[config.mk]
export PLATFORM = sky130hd
export DESIGN_NAME = sdo_tx
export DESIGN_NICKNAME = d
export VERILOG_FILES = /design/src/rtl/sdo_tx_pkg.sv /design/src/rtl/word_fifo.sv /design/src/rtl/sdo_tx.sv
export SDC_FILE = /design/constraint.sdc
export NUM_CORES = 1
export LEC_CHECK = 0
export ABC_CLOCK_PERIOD_IN_PS = 6300
export CAP_MARGIN = 20
export CORE_ASPECT_RATIO = 0.6
export CORE_MARGIN = 3
export CORE_UTILIZATION = 64
export CTS_CLUSTER_DIAMETER = 150
export DETAILED_ROUTE_END_ITERATION = 12
export GPL_ROUTABILITY_DRIVEN = 0
export MAX_ROUTING_LAYER = met4
export PLACE_DENSITY = 0.8
export RECOVER_POWER = 50
export SLEW_MARGIN = 30
export SYNTH_ARGS = -nofsm -noshare
export SYNTH_HDL_FRONTEND = slang
export SYNTH_SLANG_ARGS = --single-unit
[constraint.sdc]
create_clock -name clk -period 6.3 [get_ports clk]
set_clock_uncertainty 0.1 [all_clocks]
set_input_delay 1.26 -clock clk [delete_from_list [all_inputs] [get_ports clk]]
set_output_delay 1.26 -clock clk [all_outputs]
set_load 0.01 [all_outputs]
[src/rtl/sdo_tx_pkg.sv]
// sdo_tx_pkg: shared state encoding and default sizing for the serial output transmitter
package sdo_tx_pkg;
   typedef enum logic [1:0] {IDLE, SHIFT, GAP} tx_state_t;
   localparam int DEF_WORD_W     = 32;
   localparam int DEF_FIFO_DEPTH = 4;
   localparam int DEF_GAP_CYCLES = 2;
endpackage

[src/rtl/word_fifo.sv]
// word_fifo: synchronous FIFO with occupancy count; pushes when full and pops when empty are dropped
module word_fifo #(
   parameter int W = 33,
   parameter int D = 4
) (
   input  logic                     clk,
   input  logic                     rst,
   input  logic                     wr_en,
   input  logic [W-1:0]             wr_data,
   input  logic                     rd_en,
   output logic [W-1:0]             rd_data,
   output logic                     full,
   output logic                     empty,
   output logic [$clog2(D+1)-1:0]   count
);
   localparam int AW = $clog2(D);
   localparam int CW = $clog2(D+1);
   logic [W-1:0]  mem [D];
   logic [AW-1:0] wptr, rptr;
   logic          push, pop;
   assign full    = count == CW'(D);
   assign empty   = count == '0;
   assign push    = wr_en && !full;
   assign pop     = rd_en && !empty;
   assign rd_data = mem[rptr];
   always_ff @(posedge clk)
      if (push) mem[wptr] <= wr_data;
   always_ff @(posedge clk or posedge rst)
      if (rst) begin
         wptr  <= '0;
         rptr  <= '0;
         count <= '0;
      end else begin
         wptr  <= push ? wptr + 1'b1 : wptr;
         rptr  <= pop ? rptr + 1'b1 : rptr;
         count <= count + CW'(push) - CW'(pop);
      end
endmodule

[src/rtl/sdo_tx.sv]
// sdo_tx: FIFO-fed MSB-first serialiser framing each message with valid and a minimum idle gap
module sdo_tx import sdo_tx_pkg::*; #(
   parameter int WORD_W     = DEF_WORD_W,
   parameter int FIFO_DEPTH = DEF_FIFO_DEPTH,
   parameter int GAP_CYCLES = DEF_GAP_CYCLES
) (
   input  logic              clk,
   input  logic              rst,
   input  logic [WORD_W-1:0] wr_data,
   input  logic              wr_last,
   input  logic              wr_valid,
   output logic              wr_ready,
   output logic              valid,
   output logic              sdo,
   output logic              busy,
   output logic              underrun
);
   localparam int CW = $clog2(WORD_W);
   localparam int GW = $clog2(GAP_CYCLES + 1);
   tx_state_t                       state;
   logic [WORD_W-1:0]               shreg;
   logic [CW-1:0]                   bit_cnt;
   logic [GW-1:0]                   gap_cnt;
   logic                            cur_last;
   logic [WORD_W:0]                 rd_data;
   logic                            full, empty, pop, word_end;
   logic [$clog2(FIFO_DEPTH+1)-1:0] count;
   word_fifo #(.W(WORD_W + 1), .D(FIFO_DEPTH)) u_fifo (
      .clk     (clk),
      .rst     (rst),
      .wr_en   (wr_valid),
      .wr_data ({wr_last, wr_data}),
      .rd_en   (pop),
      .rd_data (rd_data),
      .full    (full),
      .empty   (empty),
      .count   (count)
   );
   assign wr_ready = !full;
   assign busy     = state != IDLE || count != '0;
   assign word_end = bit_cnt == '0;
   // the final gap cycle hands straight to the next word so the gap is exactly GAP_CYCLES long
   assign pop = !empty && (state == IDLE || (state == SHIFT && word_end && !cur_last) ||
                           (state == GAP && gap_cnt == '0));
   always_ff @(posedge clk or posedge rst)
      if (rst) begin
         state    <= IDLE;
         valid    <= 1'b0;
         sdo      <= 1'b0;
         underrun <= 1'b0;
         shreg    <= '0;
         bit_cnt  <= '0;
         gap_cnt  <= '0;
         cur_last <= 1'b0;
      end else if (pop) begin
         state    <= SHIFT;
         valid    <= 1'b1;
         sdo      <= rd_data[WORD_W-1];
         shreg    <= {rd_data[WORD_W-2:0], 1'b0};
         cur_last <= rd_data[WORD_W];
         bit_cnt  <= CW'(WORD_W - 1);
      end else begin
         case (state)
            SHIFT:
               if (!word_end) begin
                  sdo     <= shreg[WORD_W-1];
                  shreg   <= shreg << 1;
                  bit_cnt <= bit_cnt - 1'b1;
               end else begin
                  state    <= GAP;
                  valid    <= 1'b0;
                  sdo      <= 1'b0;
                  gap_cnt  <= GW'(GAP_CYCLES - 1);
                  underrun <= underrun | !cur_last;
               end
            GAP:
               if (gap_cnt == '0) state <= IDLE;
               else gap_cnt <= gap_cnt - 1'b1;
            default: ;
         endcase
      end
endmodule

After elaboration in Yosys (flattened, before gate mapping)
Memory sizes are Yosys's and may differ from the RTL's. Cells that the tools add are included.

Register bits: 52. Memories kept: 1. Output and inout port bits: 5. Bits in writable memories: 132. Input port bits: 36. Word-level logic and storage cells: 76.

Memories: u_fifo.mem (depth 4, width 33, read ports 1, clocked after Yosys merged registers in 0, write ports 1, RTL line word_fifo.sv:18) `logic [W-1:0] mem [D];`.

Bitwise logic cells: 2. Reductions and logical operators: 27. Equality and inequality tests: 8. Multiplexer cells: 21. Add/sub/neg operators: 6.

Operators with widths (number): $mux W32 (3); $mux W5 (3); $mux W2 (5); $mux W1 (8); $pmux W2 S2 (2); $reduce_bool A2 Y1 (4); $logic_and A1 B1 Y1 (6); $reduce_and A3 Y1 (2); $reduce_bool A3 Y1 (2); $logic_not A5 Y1 (1); $sub A5 B1 Y5 const B (1); $add A2 B1 Y2 const B (2); $logic_not A2 Y1 (2); $ne A2 B2 Y1 const B (2); $reduce_and A2 Y1 (2); $reduce_and A4 Y1 (1); $add A3 B1 Y3 (1); $eq A3 B3 Y1 const B (1); $logic_not A1 Y1 (3); $logic_not A3 Y1 (1); $logic_or A1 B1 Y1 (3); $ne A3 B1 Y1 const B (1); $ne A3 B2 Y1 const B (1); $sub A3 B1 Y3 (1); other kinds (6) (6).

Logic depth before layout (Yosys ltp)
Depth after elaboration: 8. Mapped depth: 14. Depth with buffers taken out: 13.

Hierarchy
A second synthesis with hierarchy kept.

Cell total of the unflattened synthesis: 465. Area, all modules: 7403.4 µm².

Modules (own cells, without submodules): word_fifo (sequential area each 4139.0 µm², area an instance 5290.1 µm², cells each 215, times used 1); sdo_tx (sequential area each 1101.1 µm², area an instance 2113.3 µm², cells each 250, times used 1).

Worst setup path after synthesis
No wires, ideal clock.

Path type: reg-to-reg. Start: register gap_cnt[0]. End: register u_fifo.count[2]. Cell stages (with the launch flop): 15. Period minus slack after synthesis: 2.786 ns. Data arrival time: 2.560 ns. Slack: 3.514 ns. Data required time: 6.074 ns. Buffers on the path: 1. Library setup time: 0.126 ns. Cell sequence: dfrtp_1 -> inv_1 -> ha_1 -> nand2b_1 -> a22o_4 -> nand2_4 -> clkinv_2 -> buf_6 -> ha_1 -> inv_1 -> ha_1 -> inv_1 -> fa_1 -> xnor2_1 -> xnor2_1.

Longest elaborated chain between the ends: 6.

RTL lines: from (decl) (RTL line sdo_tx.sv:23) `logic [GW-1:0] gap_cnt;`; from (signal assigned) (RTL line sdo_tx.sv:73) `gap_cnt <= GW'(GAP_CYCLES - 1);`; from (signal assigned) (RTL line sdo_tx.sv:78) `else gap_cnt <= gap_cnt - 1'b1;`; $logic_not A2 Y1 (RTL line sdo_tx.sv:44) `(state == GAP && gap_cnt == '0));`; $logic_and A1 B1 Y1 (RTL line sdo_tx.sv:44); $logic_or A1 B1 Y1 (RTL line sdo_tx.sv:43) `assign pop = !empty && (state == IDLE || (state == SHIFT && word_end && !cur_last) ||`; $logic_and A1 B1 Y1 (RTL line sdo_tx.sv:43); $logic_and A1 B1 Y1 (RTL line word_fifo.sv:24) `assign pop = rd_en && !empty;`; named net u_fifo.pop (RTL line word_fifo.sv:20) `logic push, pop;`; $sub A3 B1 Y3 (RTL line word_fifo.sv:36) `count <= count + CW'(push) - CW'(pop);`; to (signal assigned) (RTL line word_fifo.sv:36); to (decl) (RTL line word_fifo.sv:14) `output logic [$clog2(D+1)-1:0] count`.

The timed path passes the listed nets, and every way through them passes these cells. A chain may end at the register's enable or synchronous reset.

Worst setup path after layout
Start: register bit_cnt[0]. End: register u_fifo.count[2].

Longest elaborated chain between the ends: 8.

RTL lines: from (decl) (RTL line sdo_tx.sv:22) `logic [CW-1:0] bit_cnt;`; from (signal assigned) (RTL line sdo_tx.sv:61) `bit_cnt <= CW'(WORD_W - 1);`; from (signal assigned) (RTL line sdo_tx.sv:68) `bit_cnt <= bit_cnt - 1'b1;`; $logic_not A5 Y1 (RTL line sdo_tx.sv:41) `assign word_end = bit_cnt == '0;`; $logic_and A1 B1 Y1 (2 in a row) (RTL line sdo_tx.sv:43); $logic_or A1 B1 Y1 (2 in a row) (RTL line sdo_tx.sv:43); $logic_and A1 B1 Y1 (RTL line sdo_tx.sv:43); $logic_and A1 B1 Y1 (RTL line word_fifo.sv:24); $sub A3 B1 Y3 (RTL line word_fifo.sv:36).

No other way between the ends.

==> qor.log <==
qor: power.leakage 3.085 nW
qor: min_path.hold_start underrun
qor: synthesis.synth_compound_area_frac 0.05037
qor: synthesis.async_reset_ff_frac 0.2787
qor: job.maxCapViolCount 1
qor: clock_network.cts_max_level 4
qor: power.power_density 495.0 nW/um^2
qor: global_routing.grt_pass1_vias 3972
qor: clock_network.ctsLongestPathBuffers 2
qor: global_routing.grt.total_usage 0.2296
qor: drt.ant_nets 0
qor: sta.max-slew-margin-rel -0.4812
qor: finish.drive_above_1_share 0.2236
qor: clock_network.cts_inserted_buffers 17
qor: finish.layout.cells.most_common_list 132 x sky130_fd_sc_hd__edfxtp_1, 50 x sky130_fd_sc_hd__dfrtp_1, 34 x sky130_fd_sc_hd__dlygate4sd3_1
qor: finish.nFillCells 688
qor: placement.place.detailed.hpwl 8121 um
qor: worst_setup_path.slowest_delay 720 ps
qor: sta.setup_repair_after_global_routing_missed_its_margin no
qor: sta.post-route-period-util 0.6339
qor: clock_network.ctsRootBufferMaster sky130_fd_sc_hd__clkbuf_16
qor: synthesis.post_synth_mux_area_share 0.1442
qor: worst_setup_path.worstSetupStartpoint bit_cnt[0]
qor: synthesis.synth_top_flop_cell sky130_fd_sc_hd__edfxtp_1
qor: drt.detail_routed_via_count_per_cell 5.989
qor: finish.layout_commonest_cell sky130_fd_sc_hd__edfxtp_1
qor: synthesis.synth_xor_xnor_area_share 0.008119
qor: worst_setup_path.r2r-start bit_cnt[0]
qor: sta.finalHoldViolCount 0
qor: placement.post-place-ws 2626 ps
qor: die.chipWidth 146.2 um
qor: global_routing.grt_start_max_net_pins 52
qor: drt.wire_per_inst 21.09 um
qor: synthesis.netlist_area 7551 sq um
qor: outcome.outcome finished with violations
qor: drt.dr_total_vias 3851
qor: clock_network.clock_insertion_delay_worst_skew 430 ps
qor: clock_network.clock_sink_count 183
qor: synthesis.total_number_of_yosys_warnings 0
qor: power.vdd_drop_max 0.0002911 V
qor: synthesis.synth-seq-area-share 0.6940
qor: synthesis.synth_adder_area_share 0.01756
qor: synthesis.synth_top_family_by_area multiplexers
qor: sta.post-route-worst-setup-slack 2307 ps
qor: synthesis.synth.distinct_cells 47
qor: worst_setup_path.cp_data_required_time 6560 ps
qor: sta.max_freq 0.2504 GHz
qor: min_path.min-delay-path-class flop to flop
qor: synthesis.synth_simple_gate_area_share 0.05601
qor: finish.final_design_area_no_fill 8623 sq um
qor: clock_network.clkSlewWorstSetupHoldPaths 70 ps
qor: die.num_rows 30
qor: drt.routed_wirelength 13560 um
qor: die.die_span_y 90.14 um
qor: synthesis.synth-seq-cells 183
qor: die.design.portCount 41
qor: clock_network.cts_resized 0
qor: worst_setup_path.crit_fanout 33
qor: finish.diode_count 0
qor: finish.finalNetCount 516
qor: synthesis.synth_enable_flop_cells 132
qor: worst_setup_path.crit_arrival 4250 ps
qor: die.floorplan.core_area 11410 sq um
qor: worst_setup_path.critical_path.cell_chain inv_1 -> ha_1 -> nor4b_1 -> a22o_4 -> nand2_4 -> clkinv_2 -> ha_1 -> inv_1 -> ha_1 -> inv_1 -> fa_1 -> xnor2_1 -> xnor2_1
qor: clock_network.number_of_buffers_inserted_by_hold_repair_at_cts 0
qor: clock_network.cts_setup_buffers 0
qor: drt.drt_first_pass_iters 4
qor: worst_setup_path.criticalPathCategory flop to flop
qor: die.initial_utilization 0.6617
qor: placement.io_buffers 40
qor: sta.hold_ws 375.7 ps
qor: global_routing.grt.overflow.total 0
qor: sta.timing.final.setup_violations 0
qor: global_routing.grt_first_pass_wirelength 22170 um
qor: synthesis.syn_nets 473
qor: synthesis.synthesis.instances 427
qor: die.die-area 13180 sq um
qor: clock_network.cts_tree done
qor: worst_setup_path.startpoint_class flop
qor: placement.placed_cells 611
qor: finish.finalNonFillerCells 643
qor: drt.dr.first_iter.drc_count 284
qor: sta.timing.final.max_slew_violations 52
qor: worst_setup_path.worstSetupEndpointType flop
qor: synthesis.postSynthAreaPerCell 17.68 sq um
qor: global_routing.grt_antenna_before_repair 0
qor: placement.post_dp_cell_area 8040 sq um
qor: worst_setup_path.worst_r2r_path_depth 13
qor: outcome.failed_checks max-capacitance violations, max-slew violations
qor: min_path.min_to underrun
qor: drt.drc_errors 0
qor: worst_setup_path.critical-path-slowest-cell sky130_fd_sc_hd__nor4b_1
qor: sta.tightestPinTransition 2210 ps
qor: worst_setup_path.critical_path.reg2reg.endpoint u_fifo.count[2]
qor: sta.fin_crit 3993 ps
qor: worst_setup_path.timing.reg2reg.setup_slack 2310 ps
qor: min_path.min_delay_path_depth 2
qor: finish.syn2layout_area_growth 14.20%
qor: sta.fin_setup_tns 0 ps
-- registers in the layout, indices dropped and copies added (netlist names) --
register      cells
bit_cnt           5
cur_last          1
gap_cnt           2
sdo               1
shreg            31
state             2
u_fifo.count      3
u_fifo.mem      132
u_fifo.rptr       2
u_fifo.wptr       2
underrun          1
valid             1
-- cell usage after synthesis (2+ instances only) --
cell                       instances  area share
sky130_fd_sc_hd__o21ai_0           4      0.0027
sky130_fd_sc_hd__o21ai_1           6      0.0040
sky130_fd_sc_hd__inv_1            14      0.0070
sky130_fd_sc_hd__nor2_1            3      0.0015
sky130_fd_sc_hd__buf_2             9      0.0060
sky130_fd_sc_hd__xnor2_1           5      0.0058
sky130_fd_sc_hd__ha_1              9       0.015
sky130_fd_sc_hd__mux2i_1          30       0.040
sky130_fd_sc_hd__nor3_1            3      0.0020
sky130_fd_sc_hd__xor2_1            2      0.0023
sky130_fd_sc_hd__a21oi_1           3      0.0020
sky130_fd_sc_hd__buf_6             3      0.0045
sky130_fd_sc_hd__o21ai_2          24       0.028
sky130_fd_sc_hd__nand2_1          14      0.0070
sky130_fd_sc_hd__dfrtp_1          51        0.17
sky130_fd_sc_hd__buf_12            2      0.0053
sky130_fd_sc_hd__and3_1            4      0.0033
sky130_fd_sc_hd__clkbuf_1          7      0.0035
sky130_fd_sc_hd__nand3_1          33       0.022
sky130_fd_sc_hd__nand2b_1          3      0.0025
sky130_fd_sc_hd__mux4_2           33       0.098
sky130_fd_sc_hd__mux2_2            3      0.0045
sky130_fd_sc_hd__o31ai_1           2      0.0020
sky130_fd_sc_hd__or3_1             3      0.0025
sky130_fd_sc_hd__edfxtp_1        132        0.52
sky130_fd_sc_hd__o211ai_1          4      0.0040
-- power breakdown --
group	switching [mW]	internal, mW	leakage (nW)
combinational	0.807	0.622	0.955
sequential	0.143	1.64	1.84
clock	0.490	0.569	0.293
total	1.44	2.83	3.08
-- per-layer routing --
layer / track usage / up-vias / routed length [um]
met5: - / - / 0
met1: 0.3230 / 1990 / 6120
met3: 0.04937 / 13 / 599
li1: - / 1755 / -
met4: 0.07121 / 0 / 153
met2: 0.3459 / 93 / 6685
-- critical path: cells and delay by family (launching register included) --
family | cells | cell delay, ps
AO/OA/AOI/OAI | 1 | 460
XOR/XNOR | 2 | 320
adder cells (fa/ha/maj) | 4 | 1010
buffers and inverters | 4 | 720
flip-flops | 1 | 400
AND/OR/NAND/NOR | 2 | 880
-- cell families after synthesis --
logic type / after synthesis
flops: 183
xor+xnor: 7
mux: 67
fa+ha+maj: 10
simple gates: 74
buf+inv: 38
compound gates: 48
-- worst max path at each step --
stage | end | slack, ps | cells after the start
after CTS | busy | 2540 | 4
after global placement | u_fifo.count[2] | 2740 | 13
after floorplan | u_fifo.count[2] | 3510 | 14
after global routing | u_fifo.count[2] | 2070 | 13
after detailed placement | u_fifo.count[2] | 2630 | 13
final | u_fifo.count[2] | 2310 | 13
-- final cells by class --
type / count / area, sq um / share of cell area
sequential: 183 / 5241 / 0.6078
inverter: 15 / 58.81 / 0.006820
multi-input combinational: 206 / 2068 / 0.2398
tap: 160 / 200.2 / 0.02322
timing repair buffer: 47 / 452.9 / 0.05252
clock buffer: 17 / 425.4 / 0.04933
clock inverter: 15 / 176.4 / 0.02046
-- through the flow --
step                      power, mW  utilization
after floorplan               2.950            -
after global placement        3.171       0.7044
after detailed placement      3.231       0.7046
after CTS                     4.315       0.7573
after global routing          4.505       0.7557
final                         4.269       0.7557
Power figures use the tool's default switching activity.
